**src/rtl/ssc_dsd_stream_encoder_pkg.sv**
```systemverilog
// Shared types, field constants and constant-alpha helpers for the SSC-DSD
// Reed-Solomon stream encoder over GF(2^8), primitive polynomial 0x15F.
package ssc_dsd_pkg;

   localparam int unsigned SYM_W       = 8;
   localparam int unsigned DATA_SYMS   = 36;
   localparam int unsigned PARITY_SYMS = 3;
   localparam int unsigned CW_SYMS     = 39;
   localparam logic [8:0]  GF_POLY     = 9'h15F;

   typedef logic [7:0] sym_t;

   typedef enum logic [0:0] {
      DATA,
      PARITY
   } enc_state_e;

   function automatic sym_t gf_mul_alpha(input sym_t a);
      return {a[6:0], 1'b0} ^ (a[7] ? GF_POLY[7:0] : 8'h00);
   endfunction

   function automatic sym_t gf_mul_alpha2(input sym_t a);
      return gf_mul_alpha(gf_mul_alpha(a));
   endfunction

endpackage

```
**src/rtl/ssc_dsd_stream_encoder_if.sv**
```systemverilog
// Data-in / codeword-out handshake bundle of the SSC-DSD stream encoder.
interface ssc_dsd_stream_encoder_if;
   import ssc_dsd_pkg::*;

   sym_t       Data_in;
   logic       Data_valid_in;
   logic       Data_ready_out;
   sym_t       Code_out;
   logic [5:0] Code_index_out;
   logic       Code_valid_out;
   logic       Code_ready_in;
   logic       Code_last_out;
   logic       Busy_out;

   modport master (
      output Data_in, Data_valid_in, Code_ready_in,
      input  Data_ready_out, Code_out, Code_index_out, Code_valid_out,
             Code_last_out, Busy_out
   );

   modport slave (
      input  Data_in, Data_valid_in, Code_ready_in,
      output Data_ready_out, Code_out, Code_index_out, Code_valid_out,
             Code_last_out, Busy_out
   );
endinterface

```
**src/rtl/ssc_dsd_stream_encoder_gf_mul.sv**
```systemverilog
// Combinational general GF(2^8) multiplier (shift-and-add, reduced by 0x15F).
module gf_mul
   import ssc_dsd_pkg::*;
(
   input  sym_t a_i,
   input  sym_t b_i,
   output sym_t p_o
);

   sym_t acc;
   sym_t sh;

   always_comb begin
      acc = '0;
      sh  = a_i;
      for (int unsigned i = 0; i < SYM_W; i++) begin
         if (b_i[i]) acc = acc ^ sh;
         sh = gf_mul_alpha(sh);
      end
      p_o = acc;
   end

endmodule

```
**src/rtl/ssc_dsd_stream_encoder.sv**
```systemverilog
// Streaming systematic SSC-DSD RS encoder: forwards DATA_SYMS data symbols,
// then appends parity P0..P2 at codeword indices 36..38.
module ssc_dsd_stream_encoder #(
   parameter int unsigned DATA_SYMS = ssc_dsd_pkg::DATA_SYMS
) (
   input logic                     clk,
   input logic                     rst_n,
   input logic                     Clear_in,
   ssc_dsd_stream_encoder_if.slave bus
);
   import ssc_dsd_pkg::*;

   localparam logic [5:0] LAST_CNT = 6'(DATA_SYMS - 1);
   localparam logic [5:0] PAR_IDX0 = 6'(CW_SYMS - PARITY_SYMS);

   enc_state_e state_q, state_d;
   logic [5:0] cnt_q, cnt_d;
   sym_t       acc0_q, acc0_d, acc1_q, acc1_d, acc2_q, acc2_d;
   sym_t       w1_q, w1_d, w2_q, w2_d;
   logic [1:0] psel_q, psel_d;
   sym_t       code_q, code_d;
   logic [5:0] idx_q, idx_d;
   logic       valid_q, valid_d, last_q, last_d, busy_q, busy_d;

   sym_t prod1, prod2, par_sym;
   logic free, fire, data_ready;

   gf_mul u_mul_w1 (.a_i(bus.Data_in), .b_i(w1_q), .p_o(prod1));
   gf_mul u_mul_w2 (.a_i(bus.Data_in), .b_i(w2_q), .p_o(prod2));

   always_comb begin
      state_d    = state_q;
      cnt_d      = cnt_q;
      acc0_d     = acc0_q;
      acc1_d     = acc1_q;
      acc2_d     = acc2_q;
      w1_d       = w1_q;
      w2_d       = w2_q;
      psel_d     = psel_q;
      code_d     = code_q;
      idx_d      = idx_q;
      valid_d    = valid_q;
      last_d     = last_q;
      busy_d     = busy_q;
      data_ready = 1'b0;
      free       = !valid_q | bus.Code_ready_in;
      fire       = valid_q & bus.Code_ready_in;

      unique case (psel_q)
         2'd0:    par_sym = acc0_q;
         2'd1:    par_sym = acc1_q;
         default: par_sym = acc2_q;
      endcase

      if (fire) begin
         valid_d = 1'b0;
         last_d  = 1'b0;
      end

      unique case (state_q)
         DATA: begin
            data_ready = free;
            if (bus.Data_valid_in && free) begin
               code_d  = bus.Data_in;
               idx_d   = cnt_q;
               valid_d = 1'b1;
               last_d  = 1'b0;
               busy_d  = 1'b1;
               acc0_d  = acc0_q ^ bus.Data_in;
               acc1_d  = acc1_q ^ prod1;
               acc2_d  = acc2_q ^ prod2;
               w1_d    = gf_mul_alpha(w1_q);
               w2_d    = gf_mul_alpha2(w2_q);
               if (cnt_q == LAST_CNT) state_d = PARITY;
               else                   cnt_d   = cnt_q + 6'd1;
            end
         end
         PARITY: begin
            // P2 leaving the register closes the codeword; otherwise refill
            if (fire && last_q) begin
               state_d = DATA;
               cnt_d   = '0;
               acc0_d  = '0;
               acc1_d  = '0;
               acc2_d  = '0;
               w1_d    = 8'h01;
               w2_d    = 8'h01;
               psel_d  = '0;
               busy_d  = 1'b0;
            end else if (free && psel_q != 2'd3) begin
               code_d  = par_sym;
               idx_d   = PAR_IDX0 + {4'b0, psel_q};
               valid_d = 1'b1;
               last_d  = (psel_q == 2'd2);
               psel_d  = psel_q + 2'd1;
            end
         end
         default: ;
      endcase

      if (Clear_in) begin
         state_d = DATA;
         cnt_d   = '0;
         acc0_d  = '0;
         acc1_d  = '0;
         acc2_d  = '0;
         w1_d    = 8'h01;
         w2_d    = 8'h01;
         psel_d  = '0;
         code_d  = '0;
         idx_d   = '0;
         valid_d = 1'b0;
         last_d  = 1'b0;
         busy_d  = 1'b0;
      end
   end

   always_ff @(posedge clk or negedge rst_n) begin
      if (!rst_n) begin
         state_q <= DATA;
         cnt_q   <= '0;
         acc0_q  <= '0;
         acc1_q  <= '0;
         acc2_q  <= '0;
         w1_q    <= 8'h01;
         w2_q    <= 8'h01;
         psel_q  <= '0;
         code_q  <= '0;
         idx_q   <= '0;
         valid_q <= 1'b0;
         last_q  <= 1'b0;
         busy_q  <= 1'b0;
      end else begin
         state_q <= state_d;
         cnt_q   <= cnt_d;
         acc0_q  <= acc0_d;
         acc1_q  <= acc1_d;
         acc2_q  <= acc2_d;
         w1_q    <= w1_d;
         w2_q    <= w2_d;
         psel_q  <= psel_d;
         code_q  <= code_d;
         idx_q   <= idx_d;
         valid_q <= valid_d;
         last_q  <= last_d;
         busy_q  <= busy_d;
      end
   end

   assign bus.Data_ready_out = data_ready;
   assign bus.Code_out       = code_q;
   assign bus.Code_index_out = idx_q;
   assign bus.Code_valid_out = valid_q;
   assign bus.Code_last_out  = last_q;
   assign bus.Busy_out       = busy_q;

endmodule

```
**src/flat_wrapper.sv**
```systemverilog
// flat-port wrapper written by rule: the top's interface ports become plain ports
module ssc_dsd_stream_encoder_flat import ssc_dsd_pkg::*;
#(
   parameter int unsigned DATA_SYMS = ssc_dsd_pkg::DATA_SYMS
)
  (clk, rst_n, Clear_in, bus_Data_in, bus_Data_valid_in, bus_Code_ready_in, bus_Data_ready_out, bus_Code_out, bus_Code_index_out, bus_Code_valid_out, bus_Code_last_out, bus_Busy_out);
  ssc_dsd_stream_encoder_if bus_i ();
  input logic clk;
  input logic rst_n;
  input logic Clear_in;
  input wire logic [$bits(bus_i.Data_in)-1:0] bus_Data_in;
  input wire logic [$bits(bus_i.Data_valid_in)-1:0] bus_Data_valid_in;
  input wire logic [$bits(bus_i.Code_ready_in)-1:0] bus_Code_ready_in;
  output wire logic [$bits(bus_i.Data_ready_out)-1:0] bus_Data_ready_out;
  output wire logic [$bits(bus_i.Code_out)-1:0] bus_Code_out;
  output wire logic [$bits(bus_i.Code_index_out)-1:0] bus_Code_index_out;
  output wire logic [$bits(bus_i.Code_valid_out)-1:0] bus_Code_valid_out;
  output wire logic [$bits(bus_i.Code_last_out)-1:0] bus_Code_last_out;
  output wire logic [$bits(bus_i.Busy_out)-1:0] bus_Busy_out;
  assign bus_i.Data_in = bus_Data_in;
  assign bus_i.Data_valid_in = bus_Data_valid_in;
  assign bus_i.Code_ready_in = bus_Code_ready_in;
  assign bus_Data_ready_out = bus_i.Data_ready_out;
  assign bus_Code_out = bus_i.Code_out;
  assign bus_Code_index_out = bus_i.Code_index_out;
  assign bus_Code_valid_out = bus_i.Code_valid_out;
  assign bus_Code_last_out = bus_i.Code_last_out;
  assign bus_Busy_out = bus_i.Busy_out;
  ssc_dsd_stream_encoder #(.DATA_SYMS(DATA_SYMS)) u_core (.clk(clk), .rst_n(rst_n), .Clear_in(Clear_in), .bus(bus_i));
endmodule
```
**config.mk**
```make
export PLATFORM = sky130hd
export DESIGN_NAME = ssc_dsd_stream_encoder_flat
export DESIGN_NICKNAME = d
export VERILOG_FILES = /design/src/rtl/ssc_dsd_stream_encoder_pkg.sv /design/src/rtl/ssc_dsd_stream_encoder_if.sv /design/src/rtl/ssc_dsd_stream_encoder_gf_mul.sv /design/src/rtl/ssc_dsd_stream_encoder.sv /design/src/flat_wrapper.sv
export SDC_FILE = /design/constraint.sdc
export NUM_CORES = 1
export LEC_CHECK = 0
export BUFFER_PORTS_ARGS = -buffer_cell sky130_fd_sc_hd__buf_4
export CELL_PAD_IN_SITES_DETAIL_PLACEMENT = 1
export CELL_PAD_IN_SITES_GLOBAL_PLACEMENT = 1
export CORE_MARGIN = 2
export CORE_UTILIZATION = 33
export DETAILED_ROUTE_END_ITERATION = 16
export PLACE_DENSITY_LB_ADDON = 0.1
export SLEW_MARGIN = 15
export SYNTH_ARGS = -nofsm -noshare
export SYNTH_HDL_FRONTEND = slang
export SYNTH_SLANG_ARGS = --single-unit
```
**constraint.sdc**
```tcl
create_clock -name clk -period 6.7 [get_ports clk]
set_input_delay 1.34 -clock clk [delete_from_list [all_inputs] [get_ports clk]]
set_output_delay 1.34 -clock clk [all_outputs]
set_load 0.01 [all_outputs]
```
==> flow_summary.yaml, run 1 <==
outcome:
  status: "complete, no violations"
power:
  ir_drop_v: 0.000127
  p_int_mw: 0.893
  power_frac_comb_pct: 27.3
  p_per_area_mw_per_mm2: 212
  p_leak_nw: 2.58
  p_clk_share_pct: 35.5
  power.switching_mw: 0.455
  seqPwrFrac_pct: 37.2
  switching_share_pct: 33.8
  total_power_mw: 1.35
final_layout:
  layoutNonFillerInstCount: 909
  nets: 697
  drive_gt1_share_pct: 10.1
  area_growth_pct: 9.57
  diodes: 0
  final_cell_area_mm2: 0.00637
placement:
  place_congestion: 0.801
  place_area_mm2: 0.00608
  dp.cells: 893
  io_buffers: 30
  dp_hpwl_mm: 12.9
global_routing:
  first_global_vias: 5227
  grt_start_max_net_pins: 67
  grt_pass1_wl_mm: 31.0
  track_usage_pct: 22.0
  overflow: 0
  antenna_found_initial: 0
cts:
  cts-resized-gates: 0
  numCtsBuffers: 9
  clkSlewWorstSetupHoldPaths_ps: 60
  clockBufferDepth: 2
  clk_latency_ps: 340
  cts_setup_buffers: 0
  clock-root-buffer: "clkbuf_16"
  htreeDepth: 3
  clock_sinks: 66
  hold_buffers: 0
  cts_tree: "built"
setup_path:
  crit_type: "input pin to flip-flop"
  cp.arrival_ps: 3730
  slowest_stage: "xor3_2"
  cp_max_fo: 25
  cp.buffers_inverters: 1
  startpoint_type: "input pin"
  slowest_delay_ps: 580
  cp-end-kind: "flip-flop"
  critPathTopFamily: "simple AND/OR/NAND/NOR gates"
  crit_required_ps: 6930
  crit_chain: "buf_4 -> xor3_2 -> mux2i_1 -> nand3b_1 -> a22oi_1 -> or3_1 -> a31o_1 -> mux2_4"
floorplan:
  num_rows: 48
  core_mm2: 0.0173
  initial_core_util_pct: 33.6
  ioPinCount: 31
  die_w_um: 137
  dieHeight_um: 137
  die-area_mm2: 0.0187
drt:
  routed_wl_mm: 19.4
  drt_pass1_iterations: 4
  vias: 5007
  viasPerCell: 5.51
  ant_nets: 0
  drt_iter0_markers: 201
  post_drt_wl_per_cell_um: 21.4
  drcViolationCount: 0
yosys:
  synth_top_area_share_pct: 27.5
  syn-num-nets: 718
  synth_commonest_cells: "135 x nand2_1, 81 x xnor2_1, 64 x dfrtp_1"
  synth_edf_count: 0
  yosysTopAreaCell: "dfrtp_1"
  syn_area_mm2: 0.00582
  yosys-top-cells-area: "dfrtp_1 28%, xnor2_1 12%, nand2_1 8.7%"
  synth_cell_types: 60
  synth.most_common_cell: "nand2_1"
  synth-main-ff-cell: "dfrtp_1"
  synth-seq-cells: 66
  yosysWarnings: 0
  synthArstFlopShare_pct: 100
  syn_avg_cell_area_um2: 8.31
  seq_area_frac_synth_pct: 28.4
  netlist_instances: 700
timing:
  fin_hold_ws_ps: 476
  worstMarginPinSlew_ps: 1120
  fmax_mhz: 286
  max_slew_margin_pct: 25.1
  drv_slew: 0
  finClkSkew_ps: 9.37
  finalSetupViolations: 0
  min_period_over_period_pct: 52.2
  rsz0062_at_grt: "false"
  fin_crit_ps: 3500
  fin_setup_tns_ps: 0
  hold_violations: 0
flow_run:
  drv_cap: 0
min_path:
  hold_class: "flip-flop to flip-flop"
## placed cells by master, fill, tap and decap left out, drive strengths merged, types with 2 or more instances in the layout
cell type and instances:
nand2 135, xnor2 82, dfrtp 64, o21ai 48, xor2 44, nor2 42, a21oi 35, buf 33
inv 15, nor2b 13, nand3 12, o22ai 10, xnor3 10, o211ai 9, clkbuf 9, o41ai 8
xor3 8, nand2b 7, mux2i 7, a221o 7, nor3 6, a22oi 6, a22o 6, o221ai 6
o31ai 5, ha 5, mux2 5, and3 4, a211oi 4, clkinv 4, a221oi 3, a21o 3
o221a 3, or3 3, nand3b 2, clkinvlp 2, dfstp 2
## layout make-up
cell class	count	area (µm²)
Clock inverter	7	68.8
Clock buffer	9	225
Multi-Input combinational cell	554	3840
Fill cell	2032	10900
Timing Repair Buffer	33	248
Sequential cell	66	1650
Inverter	15	56.3
Tap cell	225	282
## flip-flops by register name (all words and copies together), names as in the netlist, 2 cells and up
signal	count
u_core.acc0_q	8
u_core.acc1_q	8
u_core.acc2_q	8
u_core.bus.Code_index_out	6
u_core.bus.Code_out	8
u_core.cnt_q	6
u_core.psel_q	2
u_core.w1_q	8
u_core.w2_q	8
## per-stage QoR
stage	setup slack, ps	utilization, %
after floorplan	3280	-
after global placement	2980	35.2
after detailed placement	2890	35.2
after CTS	3250	36.9
after global routing	3080	36.9
final	3200	36.9
## worst paths after layout
check | slack [ps] | cells after the start | to | startpoint
min reg2reg | 480 | 2 | u_core.bus.Code_out[7] | u_core.bus.Code_out[7]
max reg2reg | 3940 | 6 | u_core.acc1_q[1] | u_core.w1_q[1]
max in group asynchronous | 4970 | 1 | u_core.w1_q[4] | rst_n
min in group asynchronous | 1120 | 1 | u_core.w2_q[7] | rst_n
min | 480 | 2 | u_core.bus.Code_out[7] | u_core.bus.Code_out[7]
max | 3200 | 8 | u_core.acc1_q[1] | bus_Data_in[6]
## metal layers
| metal | track usage (%) | wire length, µm |
|---|---|---|
| met4 | 6.13 | 331 |
| met2 | 36.8 | 9320 |
| met5 | 0 | 0 |
| met1 | 29.5 | 9040 |
| met3 | 3.67 | 734 |
## tightest hold or removal path, stage by stage (launching register included)
cell and delay (ps):
dfrtp_1 340, nand2_1 50, o41ai_1 50
## cells by family (layout without fill, tap and decap cells)
logic type      count (synthesis)  after routing  synth area share, %
buf+inv                        80             64                 5.83
compound gates                163            163                 18.4
fa+ha+maj                       5              5                 1.08
mux                            13             13                 2.62
flops                          66             66                 28.4
xor+xnor                      144            144                 26.8
simple gates                  229            229                 16.8
## power by group through the flow
stage | Combinational [mW] | Clock (mW) | Sequential, mW
6_report | 0.368 | 0.478 | 0.502
5_1_grt | 0.409 | 0.509 | 0.508
4_1_cts | 0.372 | 0.495 | 0.501
3_5_place_dp | 0.369 | 0 | 0.508
3_3_place_gp | 0.361 | 0 | 0.507
2_1_floorplan | 0.281 | 0 | 0.480
Power figures use the tool's default switching activity.
==> inputs of run 2 (changes only) <==
clock period = 2.8 ns   (was 6.7 ns; I/O delays follow)
==> flow_summary.yaml, run 2 (synthesized netlist as in run 1, its figures left out) <==
drt:
  vias: 5272
  drt_pass1_iterations: 5
  routed_wl_mm: 20.6
  ant_nets: 0
  post_drt_wl_per_cell_um: 21.5
  drcViolationCount: 0
  drt_iter0_markers: 405
  viasPerCell: 5.51
placement:
  dp_hpwl_mm: 14.5
  io_buffers: 30
  dp_slack_ps: 73.0
  place_congestion: 0.840
power:
  p_per_area_mw_per_mm2: 509
  switching_share_pct: 33.4
  p_clk_share_pct: 37.3
  power.switching_mw: 1.15
  seqPwrFrac_pct: 34.1
  ir_drop_v: 0.000306
  p_leak_nw: 2.84
  power_frac_comb_pct: 28.5
  p_int_mw: 2.30
global_routing:
  first_global_vias: 5449
  overflow: 0
  grt_pass1_wl_mm: 32.2
  antenna_found_initial: 0
  track_usage_pct: 23.1
  grt_start_max_net_pins: 41
final_layout:
  diodes: 0
  nets: 745
  final_common_cell: "nand2_1"
  fin_util_pct: 39.2
  area_growth_pct: 16.6
  drive_gt1_share_pct: 15.8
  layout_common_cells: "135 x nand2_1, 81 x xnor2_1, 79 x buf_4, 64 x dfrtp_1, 48 x o21ai_0"
timing:
  fin_ws_ps: 427
  worstMarginPinSlew_ps: 790
  hold_violations: 0
  finalSetupViolations: 0
  fin_setup_tns_ps: 0
  max_slew_margin_pct: 47.3
  fmax_mhz: 421
  finClkSkew_ps: 8.57
  min_period_over_period_pct: 84.8
  drv_slew: 0
  fin_hold_ws_ps: 195
  fin_crit_ps: 2370
  rsz0062_at_grt: "false"
cts:
  clock_sinks: 66
  cts_setup_buffers: 0
  cts-resized-gates: 0
  clk_latency_ps: 360
  htreeDepth: 3
  clockBufferDepth: 2
  hold_buffers: 0
  numCtsBuffers: 9
  cts_tree: "built"
  clkSlewWorstSetupHoldPaths_ps: 60
  clock-root-buffer: "clkbuf_16"
setup_path:
  startpoint_type: "input pin"
  cp_max_fo: 6
  crit_required_ps: 3040
  crit_type: "input pin to flip-flop"
  cp-end-kind: "flip-flop"
  cp.arrival_ps: 2610
floorplan:
  die_w_um: 137
  num_rows: 48
  ioPinCount: 31
  initial_core_util_pct: 33.6
  die-area_mm2: 0.0187
  dieHeight_um: 137
  core_mm2: 0.0173
min_path:
  hold_class: "input pin to asynchronous set/reset pin"
outcome:
  status: "complete, no violations"
flow_run:
  drv_cap: 0
==> run 2: changes by cell type in the layout (fill, tap and decap cells not counted) <==
cell and change:
buf_12 +2, buf_4 +46, bufinv_16 +1, clkbuf_1 +1
clkinv_2 -2, clkinv_4 +1, clkinvlp_4 -1
==> run 2: metrics by stage <==
step                total power, mW  instances  instance area (µm²)
floorplan                      1.82        700                 5820
global placement               2.15        941                 6470
detailed placement             2.17        941                 6470
CTS                            3.48        957                 6790
global route                   3.62        957                 6790
finish                         3.45        957                 6790
==> run 2: power groups by stage <==
stage / Sequential [mW] / Clock, mW / Combinational, mW
global placement: 1.18 / 0 / 0.961
CTS: 1.18 / 1.31 / 0.990
detailed placement: 1.19 / 0 / 0.982
floorplan: 1.15 / 0 / 0.672
global route: 1.19 / 1.35 / 1.08
finish: 1.18 / 1.29 / 0.984
==> run 2: path summary, 6_finish.rpt <==
kind / slack, ps / start / endpoint / cells past startpoint
max: 430 / bus_Data_in[5] / u_core.acc1_q[1] / 8
min: 200 / rst_n / u_core.w2_q[4] / 1
max reg2reg: 440 / u_core.w1_q[3] / u_core.acc1_q[7] / 6
min reg2reg: 480 / u_core.bus.Code_index_out[1] / u_core.bus.Code_index_out[1] / 2
max in group asynchronous: 1890 / rst_n / u_core.w1_q[0] / 2
min in group clk: 480 / u_core.bus.Code_index_out[1] / u_core.bus.Code_index_out[1] / 2
==> run 2: routing by layer <==
metal	track usage [%]	wire length [µm]
met5	0	0
met4	6.13	286
met3	3.07	823
met2	36.8	9520
met1	32.9	9940
==> run 2: worst max-delay path: stages <==
cell     delay, ps
buf_4          150
xnor2_1        300
xor2_1         270
xor2_1         300
a22oi_1        150
or3_1          400
a31o_1         230
mux2_4         250
==> run 2: final cells by class <==
| type | count | area [µm²] |
|---|---|---|
| well taps | 225 | 282 |
| flip-flops and latches | 66 | 1650 |
| clock buffers | 10 | 229 |
| clock inverters | 6 | 90.1 |
| inverters | 15 | 56.3 |
| fillers | 2020 | 10500 |
| repair buffers | 81 | 633 |
| multi-input cells | 554 | 3840 |
